==> src/rtl/int_alu_pkg.sv <==
// int_alu_pkg: op codes, FSM state codes and latencies for int_alu_mc.
// Shared by the ALU top and its divider core.
package int_alu_pkg;

  typedef enum logic [2:0] {
    OP_ADD  = 3'd0,
    OP_SUB  = 3'd1,
    OP_MUL  = 3'd2,
    OP_DIV  = 3'd3,
    OP_MOD  = 3'd4,
    OP_SMUL = 3'd5,
    OP_SDIV = 3'd6,
    OP_SMOD = 3'd7
  } op_e;

  localparam logic [2:0] ST_IDLE = 3'd0;
  localparam logic [2:0] ST_EXEC = 3'd1;
  localparam logic [2:0] ST_MUL  = 3'd2;
  localparam logic [2:0] ST_DIV  = 3'd3;
  localparam logic [2:0] ST_DONE = 3'd4;
  localparam logic [2:0] ST_PRE  = 3'd5;
  localparam logic [2:0] ST_POST = 3'd6;

  localparam int LAT_ADD = 1;

  function automatic int LAT_MUL(input int w);
    return w + 1;
  endfunction

  function automatic int LAT_DIV(input int w);
    return w + 1;
  endfunction

  function automatic logic is_udiv(input op_e o);
    return (o == OP_DIV) || (o == OP_MOD);
  endfunction

  function automatic logic is_sgn(input op_e o);
    return (o == OP_SMUL) || (o == OP_SDIV) || (o == OP_SMOD);
  endfunction

endpackage

==> src/rtl/int_alu_divmod_core.sv <==
// int_alu_divmod_core: restoring 2W/W divider, one quotient bit per cycle.
// Flags divide-by-zero and quotient overflow at start and skips iterating.
module int_alu_divmod_core
  import int_alu_pkg::*;
#(
  parameter int W = 32
) (
  input  logic           clk,
  input  logic           rst_n,
  input  logic           start,
  input  logic [2*W-1:0] dividend,
  input  logic [W-1:0]   divisor,
  output logic           done,
  output logic [W-1:0]   quo,
  output logic [W-1:0]   rem,
  output logic           div0,
  output logic           ovf
);

  localparam int CNT_W = $clog2(W + 1);
  localparam logic [CNT_W-1:0] CNT_END = CNT_W'(W);

  logic [W-1:0]     rem_q;
  logic [W-1:0]     quo_q;
  logic [W-1:0]     dsr_q;
  logic [CNT_W-1:0] cnt_q;
  logic             run_q;
  logic             div0_q;
  logic             ovf_q;
  logic [W:0]       trial;

  assign trial = {rem_q, quo_q[W-1]} - {1'b0, dsr_q};
  assign done  = run_q && (div0_q || ovf_q || (cnt_q == CNT_END));
  assign quo   = quo_q;
  assign rem   = rem_q;
  assign div0  = div0_q;
  assign ovf   = ovf_q;

  // load on start, then shift/subtract one bit per cycle until done
  always_ff @(posedge clk or negedge rst_n) begin
    if (!rst_n) begin
      rem_q  <= '0;
      quo_q  <= '0;
      dsr_q  <= '0;
      cnt_q  <= '0;
      run_q  <= 1'b0;
      div0_q <= 1'b0;
      ovf_q  <= 1'b0;
    end else if (start) begin
      rem_q  <= dividend[2*W-1:W];
      quo_q  <= dividend[W-1:0];
      dsr_q  <= divisor;
      cnt_q  <= '0;
      run_q  <= 1'b1;
      div0_q <= (divisor == '0);
      ovf_q  <= (divisor != '0) &&
                (dividend[2*W-1:W] >= divisor);
    end else if (run_q) begin
      if (done) begin
        run_q <= 1'b0;
      end else begin
        cnt_q <= cnt_q + CNT_W'(1);
        if (!trial[W]) begin
          rem_q <= trial[W-1:0];
          quo_q <= {quo_q[W-2:0], 1'b1};
        end else begin
          rem_q <= {rem_q[W-2:0], quo_q[W-1]};
          quo_q <= {quo_q[W-2:0], 1'b0};
        end
      end
    end
  end

endmodule

==> src/rtl/int_alu_mc.sv <==
// int_alu_mc: multi-cycle integer ALU (add/sub, shift-add mul, div/mod).
// INT_ALU_SIGNED_EN enables SMUL/SDIV/SMOD; otherwise ops 5-7 are illegal.
module int_alu_mc
  import int_alu_pkg::*;
#(
  parameter int W = 32
) (
  input  logic           clk,
  input  logic           rst_n,
  input  logic           in_valid,
  output logic           in_ready,
  input  logic [2:0]     op,
  input  logic [2*W-1:0] a,
  input  logic [W-1:0]   b,
  output logic           out_valid,
  input  logic           out_ready,
  output logic [2*W-1:0] res,
  output logic           co,
  output logic           cy,
  output logic           err
);

  localparam int CNT_W = $clog2(W + 1);
  localparam logic [CNT_W-1:0] CNT_END = CNT_W'(W);

  logic [2:0]       state;
  op_e              op_r;
  op_e              op_in;
  logic [W-1:0]     a_lo_r;
  logic [W-1:0]     b_r;
  logic [CNT_W-1:0] cnt;
  logic [2*W-1:0]   acc;
  logic [2*W-1:0]   mcand;
  logic [W-1:0]     mplr;
  logic [2*W-1:0]   res_r;
  logic             co_r;
  logic             cy_r;
  logic             err_r;
  logic             accept;
  logic             post_needed;

  logic             sub;
  logic [W-1:0]     b_eff;
  logic [W:0]       sum;
  logic             ovf_as;

  logic             core_start;
  logic             core_done;
  logic             core_div0;
  logic             core_ovf;
  logic [2*W-1:0]   core_a;
  logic [W-1:0]     core_b;
  logic [W-1:0]     core_quo;
  logic [W-1:0]     core_rem;
  logic [2*W-1:0]   div_res;

  assign op_in     = op_e'(op);
  assign accept    = in_valid && (state == ST_IDLE);
  assign in_ready  = (state == ST_IDLE);
  assign out_valid = (state == ST_DONE);
  assign res       = res_r;
  assign co        = co_r;
  assign cy        = cy_r;
  assign err       = err_r;

  assign sub    = (op_r == OP_SUB);
  assign b_eff  = sub ? ~b_r : b_r;
  assign sum    = {1'b0, a_lo_r} + {1'b0, b_eff} + {{W{1'b0}}, sub};
  assign ovf_as = (a_lo_r[W-1] == b_eff[W-1]) &&
                  (sum[W-1] != a_lo_r[W-1]);

`ifdef INT_ALU_SIGNED_EN
  logic [W-1:0]   a_hi_r;
  logic           neg_p;
  logic           neg_q;
  logic           neg_r;
  logic [2*W-1:0] a_full;
  logic [2*W-1:0] a_mag;
  logic [W-1:0]   alo_mag;
  logic [W-1:0]   b_mag;
  logic           q_range;
  logic [2*W-1:0] sgn_res;
  logic           sgn_err;

  assign a_full  = {a_hi_r, a_lo_r};
  assign a_mag   = a_hi_r[W-1] ? -a_full : a_full;
  assign alo_mag = a_lo_r[W-1] ? -a_lo_r : a_lo_r;
  assign b_mag   = b_r[W-1] ? -b_r : b_r;
  assign q_range = neg_q ? (core_quo > {1'b1, {(W-1){1'b0}}})
                         : core_quo[W-1];

  assign post_needed = is_sgn(op_r);
  assign core_start  = (accept && is_udiv(op_in)) ||
                       ((state == ST_PRE) && (op_r != OP_SMUL));
  assign core_a      = (state == ST_PRE) ? a_mag : a;
  assign core_b      = (state == ST_PRE) ? b_mag : b;

  // apply result signs to the unsigned core outputs
  always_comb begin
    sgn_res = '0;
    sgn_err = 1'b0;
    if (op_r == OP_SMUL) begin
      sgn_res = neg_p ? -acc : acc;
    end else if (core_div0 && (op_r == OP_SMOD)) begin
      sgn_err          = 1'b1;
      sgn_res[W-1:0]   = a_lo_r;
    end else if (core_div0 || core_ovf || q_range) begin
      sgn_err          = 1'b1;
      sgn_res[W-1:0]   = '1;
    end else if (op_r == OP_SDIV) begin
      sgn_res[W-1:0]   = neg_q ? -core_quo : core_quo;
    end else begin
      sgn_res[W-1:0]   = neg_r ? -core_rem : core_rem;
    end
  end
`else
  assign post_needed = 1'b0;
  assign core_start  = accept && is_udiv(op_in);
  assign core_a      = a;
  assign core_b      = b;
`endif

  // select unsigned DIV/MOD result, including error substitutes
  always_comb begin
    div_res = '0;
    if (core_div0 || core_ovf) begin
      div_res[W-1:0] = (op_r == OP_MOD) ? a_lo_r : '1;
    end else if (op_r == OP_MOD) begin
      div_res[W-1:0] = core_rem;
    end else begin
      div_res[W-1:0] = core_quo;
    end
  end

  int_alu_divmod_core #(.W(W)) u_divmod (
    .clk      (clk),
    .rst_n    (rst_n),
    .start    (core_start),
    .dividend (core_a),
    .divisor  (core_b),
    .done     (core_done),
    .quo      (core_quo),
    .rem      (core_rem),
    .div0     (core_div0),
    .ovf      (core_ovf)
  );

  // FSM, operand capture, shift-add multiply and result registers
  always_ff @(posedge clk or negedge rst_n) begin
    if (!rst_n) begin
      state  <= ST_IDLE;
      op_r   <= OP_ADD;
      a_lo_r <= '0;
      b_r    <= '0;
      cnt    <= '0;
      acc    <= '0;
      mcand  <= '0;
      mplr   <= '0;
      res_r  <= '0;
      co_r   <= 1'b0;
      cy_r   <= 1'b0;
      err_r  <= 1'b0;
`ifdef INT_ALU_SIGNED_EN
      a_hi_r <= '0;
      neg_p  <= 1'b0;
      neg_q  <= 1'b0;
      neg_r  <= 1'b0;
`endif
    end else begin
      unique case (state)
        ST_IDLE: begin
          if (in_valid) begin
            op_r   <= op_in;
            a_lo_r <= a[W-1:0];
            b_r    <= b;
`ifdef INT_ALU_SIGNED_EN
            a_hi_r <= a[2*W-1:W];
`endif
            cnt    <= '0;
            acc    <= '0;
            mcand  <= {{W{1'b0}}, a[W-1:0]};
            mplr   <= b;
            unique case (1'b1)
              op_in == OP_MUL: state <= ST_MUL;
              is_udiv(op_in):  state <= ST_DIV;
`ifdef INT_ALU_SIGNED_EN
              is_sgn(op_in):   state <= ST_PRE;
`endif
              default:         state <= ST_EXEC;
            endcase
          end
        end
        ST_EXEC: begin
          state <= ST_DONE;
          if ((op_r == OP_ADD) || (op_r == OP_SUB)) begin
            res_r <= {{W{1'b0}}, sum[W-1:0]};
            co_r  <= sum[W];
            cy_r  <= ovf_as;
            err_r <= 1'b0;
          end else begin
            res_r <= '0;
            co_r  <= 1'b0;
            cy_r  <= 1'b0;
            err_r <= 1'b1;
          end
        end
        ST_MUL: begin
          if (cnt == CNT_END) begin
            co_r  <= 1'b0;
            cy_r  <= 1'b0;
            err_r <= 1'b0;
            if (post_needed) begin
              state <= ST_POST;
            end else begin
              res_r <= acc;
              state <= ST_DONE;
            end
          end else begin
            cnt   <= cnt + CNT_W'(1);
            if (mplr[0]) acc <= acc + mcand;
            mcand <= mcand << 1;
            mplr  <= mplr >> 1;
          end
        end
        ST_DIV: begin
          if (core_done) begin
            co_r <= 1'b0;
            cy_r <= 1'b0;
            if (post_needed) begin
              state <= ST_POST;
            end else begin
              res_r <= div_res;
              err_r <= core_div0 || core_ovf;
              state <= ST_DONE;
            end
          end
        end
`ifdef INT_ALU_SIGNED_EN
        ST_PRE: begin
          neg_p <= a_lo_r[W-1] ^ b_r[W-1];
          neg_q <= a_hi_r[W-1] ^ b_r[W-1];
          neg_r <= a_hi_r[W-1];
          mcand <= {{W{1'b0}}, alo_mag};
          mplr  <= b_mag;
          cnt   <= '0;
          acc   <= '0;
          state <= (op_r == OP_SMUL) ? ST_MUL : ST_DIV;
        end
        ST_POST: begin
          res_r <= sgn_res;
          err_r <= sgn_err;
          state <= ST_DONE;
        end
`endif
        ST_DONE: begin
          if (out_ready) state <= ST_IDLE;
        end
        default: state <= ST_IDLE;
      endcase
    end
  end

endmodule

==> config.mk <==
export PLATFORM = sky130hd
export DESIGN_NAME = int_alu_mc
export DESIGN_NICKNAME = d
export VERILOG_FILES = /design/src/rtl/int_alu_pkg.sv /design/src/rtl/int_alu_divmod_core.sv /design/src/rtl/int_alu_mc.sv
export SDC_FILE = /design/constraint.sdc
export NUM_CORES = 1
export LEC_CHECK = 0
export ABC_AREA = 1
export CAP_MARGIN = 20
export CORE_ASPECT_RATIO = 0.75
export CORE_MARGIN = 3
export CORE_UTILIZATION = 35
export DETAILED_ROUTE_END_ITERATION = 12
export DONT_BUFFER_PORTS = 1
export PLACE_DENSITY = 0.57
export SLEW_MARGIN = 20
export SYNTH_ARGS = -nofsm -noshare
export SYNTH_HDL_FRONTEND = slang
export SYNTH_SLANG_ARGS = --single-unit
==> constraint.sdc <==
create_clock -name clk -period 2.9 [get_ports clk]
set_input_delay 0.29 -clock clk [delete_from_list [all_inputs] [get_ports clk]]
set_output_delay 0.29 -clock clk [all_outputs]
set_load 0.01 [all_outputs]
== Word-level counts from Yosys, hierarchy flattened ==
Cells that the tools add are included.
Widths: inputs -> output; s select.

* Output and inout port bits: 69
* Input bits: 103
* Register bits: 408
* Logic and storage cells: 119

* Reductions and logical operators: 22
* Multiplexer cells: 50
* Magnitude comparators: 1
* Bitwise logic cells: 1
* Add/sub/neg operators: 6
* Equality and inequality tests: 20

{| class="wikitable"
|+ Operators with widths
! operator !! number
|-
| $mux 32 || 14
|-
| $mux 64 || 7
|-
| $pmux 64 s2 || 2
|-
| $pmux 64 s3 || 1
|-
| $add 64x64->64 || 1
|-
| $pmux 32 s2 || 1
|-
| $add 32x32->33 || 1
|-
| $add 33x1->33 || 1
|-
| $sub 33x32->33 || 1
|-
| $ge 32x32->1 || 1
|-
| $logic_not 32->1 || 1
|-
| $not 32->32 || 1
|-
| $reduce_bool 32->1 || 1
|-
| $mux 6 || 5
|-
| $pmux 3 s5 || 1
|-
| $add 6x1->6 const B || 2
|-
| $eq 3x2->1 const B || 4
|-
| $eq 6x6->1 const B || 2
|-
| $mux 3 || 4
|-
| $ne 2x2->1 const B || 6
|-
| $pmux 6 s2 || 1
|-
| $mux 1 || 10
|-
| $eq 3x3->1 const B || 3
|-
| $pmux 1 s3 || 3
|-
| 13 further kinds || 26
|}

== Longest topological paths before layout ==
Gate-level depths: netlist of the first run.

* Word-level depth: 8
* Gate-level depth with buffers: 19

== Hierarchy ==
From an unflattened synthesis of the first run, not the netlist that was laid out.

* Cells, all modules: 4,438
* Area total of the unflattened synthesis: 29,373.2 um^2

{| class="wikitable"
|+ By module, submodules not included
! module !! instances !! area an instance (um^2) !! seq. area each (um^2) !! cells each
|-
| int_alu_mc || 1 || 21,028.9 || 7,582.3 || 3,168
|-
| int_alu_divmod_core || 1 || 8,344.3 || 2,627.5 || 1,270
|}

== Worst setup path before layout of the first run ==
Ideal clock, no wire load.

* Kind: reg2reg
* Start: reg op_r[2]
* End: reg co_r (netlist: co)
* Data arrival time: 2,505 ps
* Library setup time: 117 ps
* Data required time: 2,783 ps
* Clock period less this slack: 2,621 ps
* Slack: 279 ps
* Stages on the path, launching flop included: 16
* Cells stage by stage: dfrtp_1 > nor2_1 > nand2_1 > buf_1 > xnor2_1 > fa_1 > nand3_1 > nand2_1 > a21oi_1 > o21ai_0 > nand3_1 > nand2_1 > nand2_1 > nand2_1 > nand2_1 > nand2_1

* Word-level cells in the longest chain between the ends: 6
* Elaborated cells between the ends (all ways): 8
* Classes of those cells: add/sub (2); eq/ne (1); mux (3); reduce/logical (2)

{| class="wikitable"
|+ Ends and longest elaborated chain
! what !! line !! source
|-
| from (decl) || int_alu_mc.sv:27 || <nowiki>op_e op_r;</nowiki>
|-
| from (signal assigned) || int_alu_mc.sv:173 || <nowiki>op_r <= op_in;</nowiki>
|-
| $eq 3x1->1 || int_alu_mc.sv:66, int_alu_mc.sv:195 ||
|-
| $mux 32 || int_alu_mc.sv:67 || <nowiki>assign b_eff = sub ? ~b_r : b_r;</nowiki>
|-
| $add 32x32->33 || int_alu_mc.sv:68 || <nowiki>assign sum = {1'b0, a_lo_r} + {1'b0, b_eff} + {{W{1'b0}}, sub};</nowiki>
|-
| $add 33x1->33 || int_alu_mc.sv:68 ||
|-
| $mux 1 (*) || int_alu_mc.sv:195 || <nowiki>if ((op_r == OP_ADD) || (op_r == OP_SUB)) begin</nowiki>
|-
| $pmux 1 s3 (*) || int_alu_mc.sv:170 || <nowiki>unique case (state)</nowiki>
|-
| to (signal assigned) || int_alu_mc.sv:197 || <nowiki>co_r <= sum[W];</nowiki>
|-
| to (decl) || int_alu_mc.sv:36 || <nowiki>logic co_r;</nowiki>
|}

Every way passes the cells marked *; elsewhere a longest branch is shown, timed or not.
A chain may end at the register's enable or synchronous reset.

== Worst setup path in the final report of the first run ==
* Start: reg acc[47]
* End: reg acc[51]

* Word-level cells in the longest chain between the ends: 4

{| class="wikitable"
|+ Ends and longest elaborated chain
! what !! line !! source
|-
| from (decl) || int_alu_mc.sv:32 || <nowiki>logic [2*W-1:0] acc;</nowiki>
|-
| from (signal assigned) || int_alu_mc.sv:220 || <nowiki>if (mplr[0]) acc <= acc + mcand;</nowiki>
|-
| $add 64x64->64 || int_alu_mc.sv:220 ||
|-
| $mux 64 || int_alu_mc.sv:220 ||
|-
| $mux 64 || int_alu_mc.sv:208 || <nowiki>if (cnt == CNT_END) begin</nowiki>
|-
| $pmux 64 s2 || int_alu_mc.sv:170 ||
|}

No other way between the ends. The select of a mux whose other input is x is not followed.

==> reports/results.ini, run 1 <==
[run_status]
status = complete, but fails checks
violations = negative hold slack, max-slew violations

[global_routing]
grt_pass1_wl_um = 179000
grt_max_degree = 409
antenna_found_initial = 15
grt_usage = 0.283
grt_pass1_vias = 26700
grt_overflow = 0

[logic_synthesis]
synth_flop_cell = dfrtp_1
ys_seq_elements = 408
ys_warn_count = 0
synth-edff-count = 0
synth_compound_area_frac = 0.166
yosys.area.top_type = dfrtp_1
postSynthAreaPerCell_sq_um = 6.81
syn_inst = 4166
synth-simple-area-share = 0.277
synth_cell_types = 49
yosys-top-cells-area = dfrtp_1 36%, nand2_1 17%, inv_1 8.1%, ha_1 7.2%, o21ai_0 6.5%
ys_seq_area_frac = 0.360
synth.top_cell.area_share = 0.360
syn-num-nets = 4435
synth_area_sq_mm = 0.0284
synth_fa_ha_area_frac = 0.0740
synthXorXnorAreaFrac = 0.0195
synthMuxAreaShare = 0.000706
synth_top_family_by_area = simple AND/OR/NAND/NOR gates
async_reset_ff_frac = 1.00

[timing]
fin_skew_ps = 14.6
report.final.slew_viol_count = 5
finalCriticalPeriod_ps = 2800
hold_ws_ps = -630
setup-violations-final = 0
post-route-period-util = 0.966
slew_headroom = -0.000789
finalHoldViolCount = 408
worst_pin_slew_ps = 1500
tns_ps = 0
fmax_mhz = 357

[detailed_routing]
totalWireLength_um = 122000
vias = 29300
drcViolationCount = 0
ant_nets = 0
viasPerCell = 5.42
drt_iter0_drc = 3999
wl_per_cell_um = 22.5
first_pass_iters = 6

[power_and_ir_drop]
power_density_mw_per_mm2 = 1260
p_leak_uw = 0.0166
irDropWorstVdd_mv = 0.775

[clocking]
cts_made_buffers = 47
hold_buffers = 98
cts_tree = built
clk_path_buf_depth = 3
clk_pin_slew_ps = 60
h-tree-depth = 2
root_buffer = clkbuf_16
clk_latency_ps = 620
cts.sinks = 408

[setup_path]
cp.arrival_ps = 3310
required_ps = 3410
cp_max_fo = 5
path_class = reg -> reg
endpoint_kind = register
worstSetupStartpointType = register

[die]
dieHeight_um = 253
fp.dieW_um = 335
rows = 89
core_area_sq_mm = 0.0795
io_pins = 172
start_util = 0.357
dieArea_sq_mm = 0.0845

[finish]
layout-drive-gt1-share = 0.0669
layout_commonest_cell = nand2_1
fill_cells = 8442
multi_input_comb_area_sq_mm = 0.0154
finalNonFillerCells = 5419
finalInstanceArea_sq_mm = 0.0332
seqCellArea_sq_mm = 0.0102
final_core_util = 0.417
nNetsFinal = 4599
final_cell_mix = 1290 x nand2_1, 615 x inv_1, 408 x dfrtp_1
area.growth.synth_to_final_pct = 16.9

[place]
gp_congestion = 1.02
placed_area_sq_mm = 0.0303
portBuffers = 0
post-dp-hpwl_um = 96400
dp.cells = 5219

[job]
drv_cap = 0

[min_path]
hold_path_class = in -> async

[timing repair]
item / 4_1_cts / 5_1_grt
hold endpoints to repair: 626 / 408
setup buffers: 0 / 10
setup endpoints to repair: 0 / 59
resized for setup: 0 / 44
[state kept, by name, summed over array words and instances (netlist names), 6 cells and up]
register	cells
u_divmod.quo	32
res	64
acc	64
mplr	32
cnt	6
u_divmod.cnt_q	6
u_divmod.rem	32
b_r	32
u_divmod.dsr_q	32
a_lo_r	32
mcand	64
[path summary, 6_finish.rpt]
kind                                         from                 to  slack, ps  depth (start not counted)
worst min register to register  u_divmod.dsr_q[9]  u_divmod.dsr_q[9]        490                          2
worst min-delay path                        rst_n            mplr[7]       -630                          0
worst max register to register            acc[47]            acc[51]        100                         12
min in group clk                            op[0]           state[0]         60                          2
max in group asynchronous                   rst_n            acc[52]       2320                          0
worst max-delay path                      acc[47]            acc[51]        100                         12
[through the flow]
| step | setup WS [ps] | total power, uW |
|---|---|---|
| 3_3_place_gp | 51.5 | 33600 |
| 6_report | 97.3 | 41600 |
| 4_1_cts | 22.1 | 40400 |
| 5_1_grt | -10.8 | 44600 |
| 3_5_place_dp | 24.4 | 33500 |
| 2_1_floorplan | 279 | 24300 |
[layout make-up]
class | count | area share
clock inverters | 24 | 0.0106
well taps | 1046 | 0.0395
repair buffers | 248 | 0.0673
clock buffers | 62 | 0.0399
inverters | 623 | 0.0705
diodes | 6 | 0.000453
flip-flops and latches | 408 | 0.308
multi-input cells | 3002 | 0.464
[power breakdown]
part | switching, uW | leakage (uW) | internal (uW)
clock | 2770 | 0.000823 | 3870
sequential | 2290 | 0.00524 | 7750
combinational | 16400 | 0.0105 | 8540
[kinds of logic after synthesis]
logic type                 Yosys count
adders and majority gates          166
buffers and inverters              756
muxes                                2
xor gates and xnor gates            63
and+or+nand+nor                   1929
DFF                                408
AOI/OAI and AO/OA                  842
[synth_stat cells (all sizes together), types with 4 or more instances]
cell	n
xnor2	55
o211ai	92
nand3b	21
o221ai	14
nor3	23
dfrtp	408
nand3	220
nor2	289
o31ai	4
a31oi	7
a21oi	246
o21ai	377
o21a	5
nor4	14
a22oi	6
o21bai	11
clkbuf	89
ha	163
nand2	1308
inv	623
nand4	44
a21o	4
buf	44
o22ai	64
xor2	8
[layer usage]
layer  up-vias  part of all wire  GRT usage
met5         -           0.00066          0
met4        14             0.014     0.0422
met1     14000              0.49      0.461
met2      1409              0.36      0.348
li1      13800                 -          -
met3       123              0.14      0.103
[critical path: stages, from the launching register on]
cell     delay [ps]
dfrtp_1         440
ha_1            460
nand2_1         140
nor2_1          250
inv_1           110
nor2_1          250
nand2_1         180
nor4_1          360
nand2_1         170
nand3_1         110
nand2_1          50
nand3_1         100
nand2_1          60
Note: power is estimated with default switching activity, not from simulation.
==> inputs of run 2 (changes only) <==
--- a/config.mk
+++ b/config.mk
@@ -11,4 +11,5 @@
 export CORE_MARGIN = 3
 export CORE_UTILIZATION = 35
+export CTS_CLUSTER_SIZE = 20
 export DETAILED_ROUTE_END_ITERATION = 12
 export DONT_BUFFER_PORTS = 1
==> constraint.sdc (replaced) <==
create_clock -name clk -period 2.9 [get_ports clk]
set_input_delay 0.29 -clock clk [delete_from_list [all_inputs] [get_ports clk]]
set_output_delay 0.29 -clock clk [all_outputs]
set_load 0.1 [all_outputs]
==> run 2 against run 1 <==
First-iteration DRC count is 15% lower; the run ends with negative hold slack left; via count is 1.9% lower; critical path type unchanged; clock power is 4.5% lower; count of clock-buffer cells in the layout is 4 lower; sequential share of layout area is 0.41 points higher; die area stayed put; design area is 1.3% lower; worst setup slack better by 58 ps.
==> reports/results.ini, run 2 (same netlist as run 1, synthesis figures left out) <==
[timing]
worst_pin_slew_ps = 1140  ; was 1500 ps
rsz0062_at_grt = true
layout_setup_ws_ps = 155  ; was 97.3 ps
report.final.slew_viol_count = 0  ; was 5
setup-violations-final = 0  ; unchanged
fmax_mhz = 364  ; was 357 MHz
post-route-period-util = 0.947  ; was 0.966
fin_skew_ps = 22.1  ; was 14.6 ps
hold_ws_ps = -620  ; was -630 ps
finalCriticalPeriod_ps = 2750  ; was 2800 ps
finalHoldViolCount = 408  ; unchanged
slew_headroom = 0.242  ; was -0.000789

[place]
portBuffers = 0  ; unchanged
gp_congestion = 1.05  ; was 1.02
post-dp-hpwl_um = 92200  ; was 96400 um
place_ws_ps = 31.4  ; was 24.4 ps

[detailed_routing]
vias = 28800  ; was 29300
viasPerCell = 5.36  ; was 5.42
drt_iter0_drc = 3380  ; was 3999
wl_per_cell_um = 21.9  ; was 22.5 um
drcViolationCount = 0  ; unchanged
ant_nets = 0  ; unchanged
first_pass_iters = 6  ; unchanged
totalWireLength_um = 118000  ; was 122000 um

[min_path]
hold_path_class = in -> async  ; unchanged

[setup_path]
cp.arrival_ps = 3280  ; was 3310 ps
path_class = reg -> reg  ; unchanged
endpoint_kind = register  ; unchanged
worstSetupStartpointType = register  ; unchanged
required_ps = 3440  ; was 3410 ps
cp_max_fo = 17  ; was 5

[global_routing]
grt_overflow = 0  ; unchanged
grt_usage = 0.274  ; was 0.283
grt_pass1_vias = 26400  ; was 26700
grt_pass1_wl_um = 174000  ; was 179000 um
antenna_found_initial = 13  ; was 15
grt_max_degree = 409  ; unchanged

[power_and_ir_drop]
p_leak_uw = 0.0163  ; was 0.0166 uW
irDropWorstVdd_mv = 0.860  ; was 0.775 mV
power_density_mw_per_mm2 = 1280  ; was 1260 mW/mm^2
total_power_uw = 41800  ; was 41600 uW

[clocking]
cts_tree = built  ; unchanged
cts.sinks = 408  ; unchanged
clk_latency_ps = 630  ; was 620 ps
clk_pin_slew_ps = 60  ; about the same
root_buffer = clkbuf_16  ; unchanged
clk_path_buf_depth = 3  ; unchanged
cts_made_buffers = 45  ; was 47
h-tree-depth = 2  ; unchanged
hold_buffers = 98  ; unchanged

[die]
start_util = 0.357  ; unchanged
dieArea_sq_mm = 0.0845  ; unchanged
io_pins = 172  ; unchanged
rows = 89  ; unchanged
dieHeight_um = 253  ; unchanged
core_area_sq_mm = 0.0795  ; unchanged
fp.dieW_um = 335  ; unchanged

[run_status]
violations = negative hold slack  ; was negative hold slack, max-slew violations
status = complete, but fails checks  ; unchanged

[finish]
layout-drive-gt1-share = 0.0553  ; was 0.0669
area.growth.synth_to_final_pct = 15.4  ; was 16.9%
final_cell_mix = 1292 x nand2_1, 615 x inv_1, 408 x dfrtp_1  ; was 1290 x nand2_1, 615 x inv_1, 408 x dfrtp_1
layout_commonest_cell = nand2_1  ; unchanged
nNetsFinal = 4556  ; was 4599

[job]
drv_cap = 0  ; unchanged

run 2: cell types whose count changed in the layout (fill, tap and decap cells not counted), sizes merged:
cell | before | now
clkbuf | 62 | 58
bufinv | 7 | 6
nor2 | 289 | 290
clkinv | 12 | 13
clkinvlp | 2 | 4
inv | 626 | 624
buf | 150 | 108
run 2: critical path: stages (launching register included):
cell and delay, ps:
dfrtp_1 390, nor2_1 480, buf_4 270, nor2_1 70, inv_1 240, buf_4 310, o21ai_0 100, o22ai_1 400
nor2_1 210, a21oi_1 190
run 2: area by class of cell:
type                       count  area, sq um
clock inverter                24          343
tap                         1046         1310
multi-input combinational   3003        15400
sequential                   408        10200
timing repair buffer         206         1910
clock buffer                  58         1240
antenna                        6         15.0
inverter                     623         2340
fill                        8363        46800
run 2: worst paths after layout:
check	startpoint	to	slack, ps	depth (start not counted)
max in group asynchronous	rst_n	acc[10]	2670	0
worst max-delay path	u_divmod.ovf	res[19]	150	9
worst max register to register	u_divmod.ovf	res[19]	150	9
worst min register to register	u_divmod.dsr_q[12]	u_divmod.dsr_q[12]	480	2
worst min-delay path	rst_n	mplr[7]	-620	0
min in group clk	a[42]	u_divmod.rem[10]	10	4
run 2: per-layer routing:
metal	global-route usage	vias to the layer above	wire, um
met1	0.430	13600	57000
li1	-	13800	-
met5	0	-	59
met3	0.115	119	16900
met4	0.0424	12	1800
met2	0.343	1320	42100
run 2: where the power goes:
part | switching (uW) | internal, uW
registers | 3490 | 7720
logic | 16400 | 7930
clock network | 2720 | 3610
run 2: per-stage QoR:
step	instances	hold slack, ps	TNS (ps)	util	instance area, sq um
2_1_floorplan	4166	-5.59	0	-	28400
3_3_place_gp	5185	2.06	0	0.378	30000
3_5_place_dp	5185	1.22	0	0.378	30000
4_1_cts	5365	-657	0	0.410	32600
5_1_grt	5368	-657	-30.7	0.411	32700
6_report	5374	-620	0	0.412	32700
run 2: repair_timing:
action	in CTS	in global routing
endpoints found under the setup margin	0	52
setup buffers	0	2
endpoints found under the hold margin	611	408
gates resized for setup	0	40
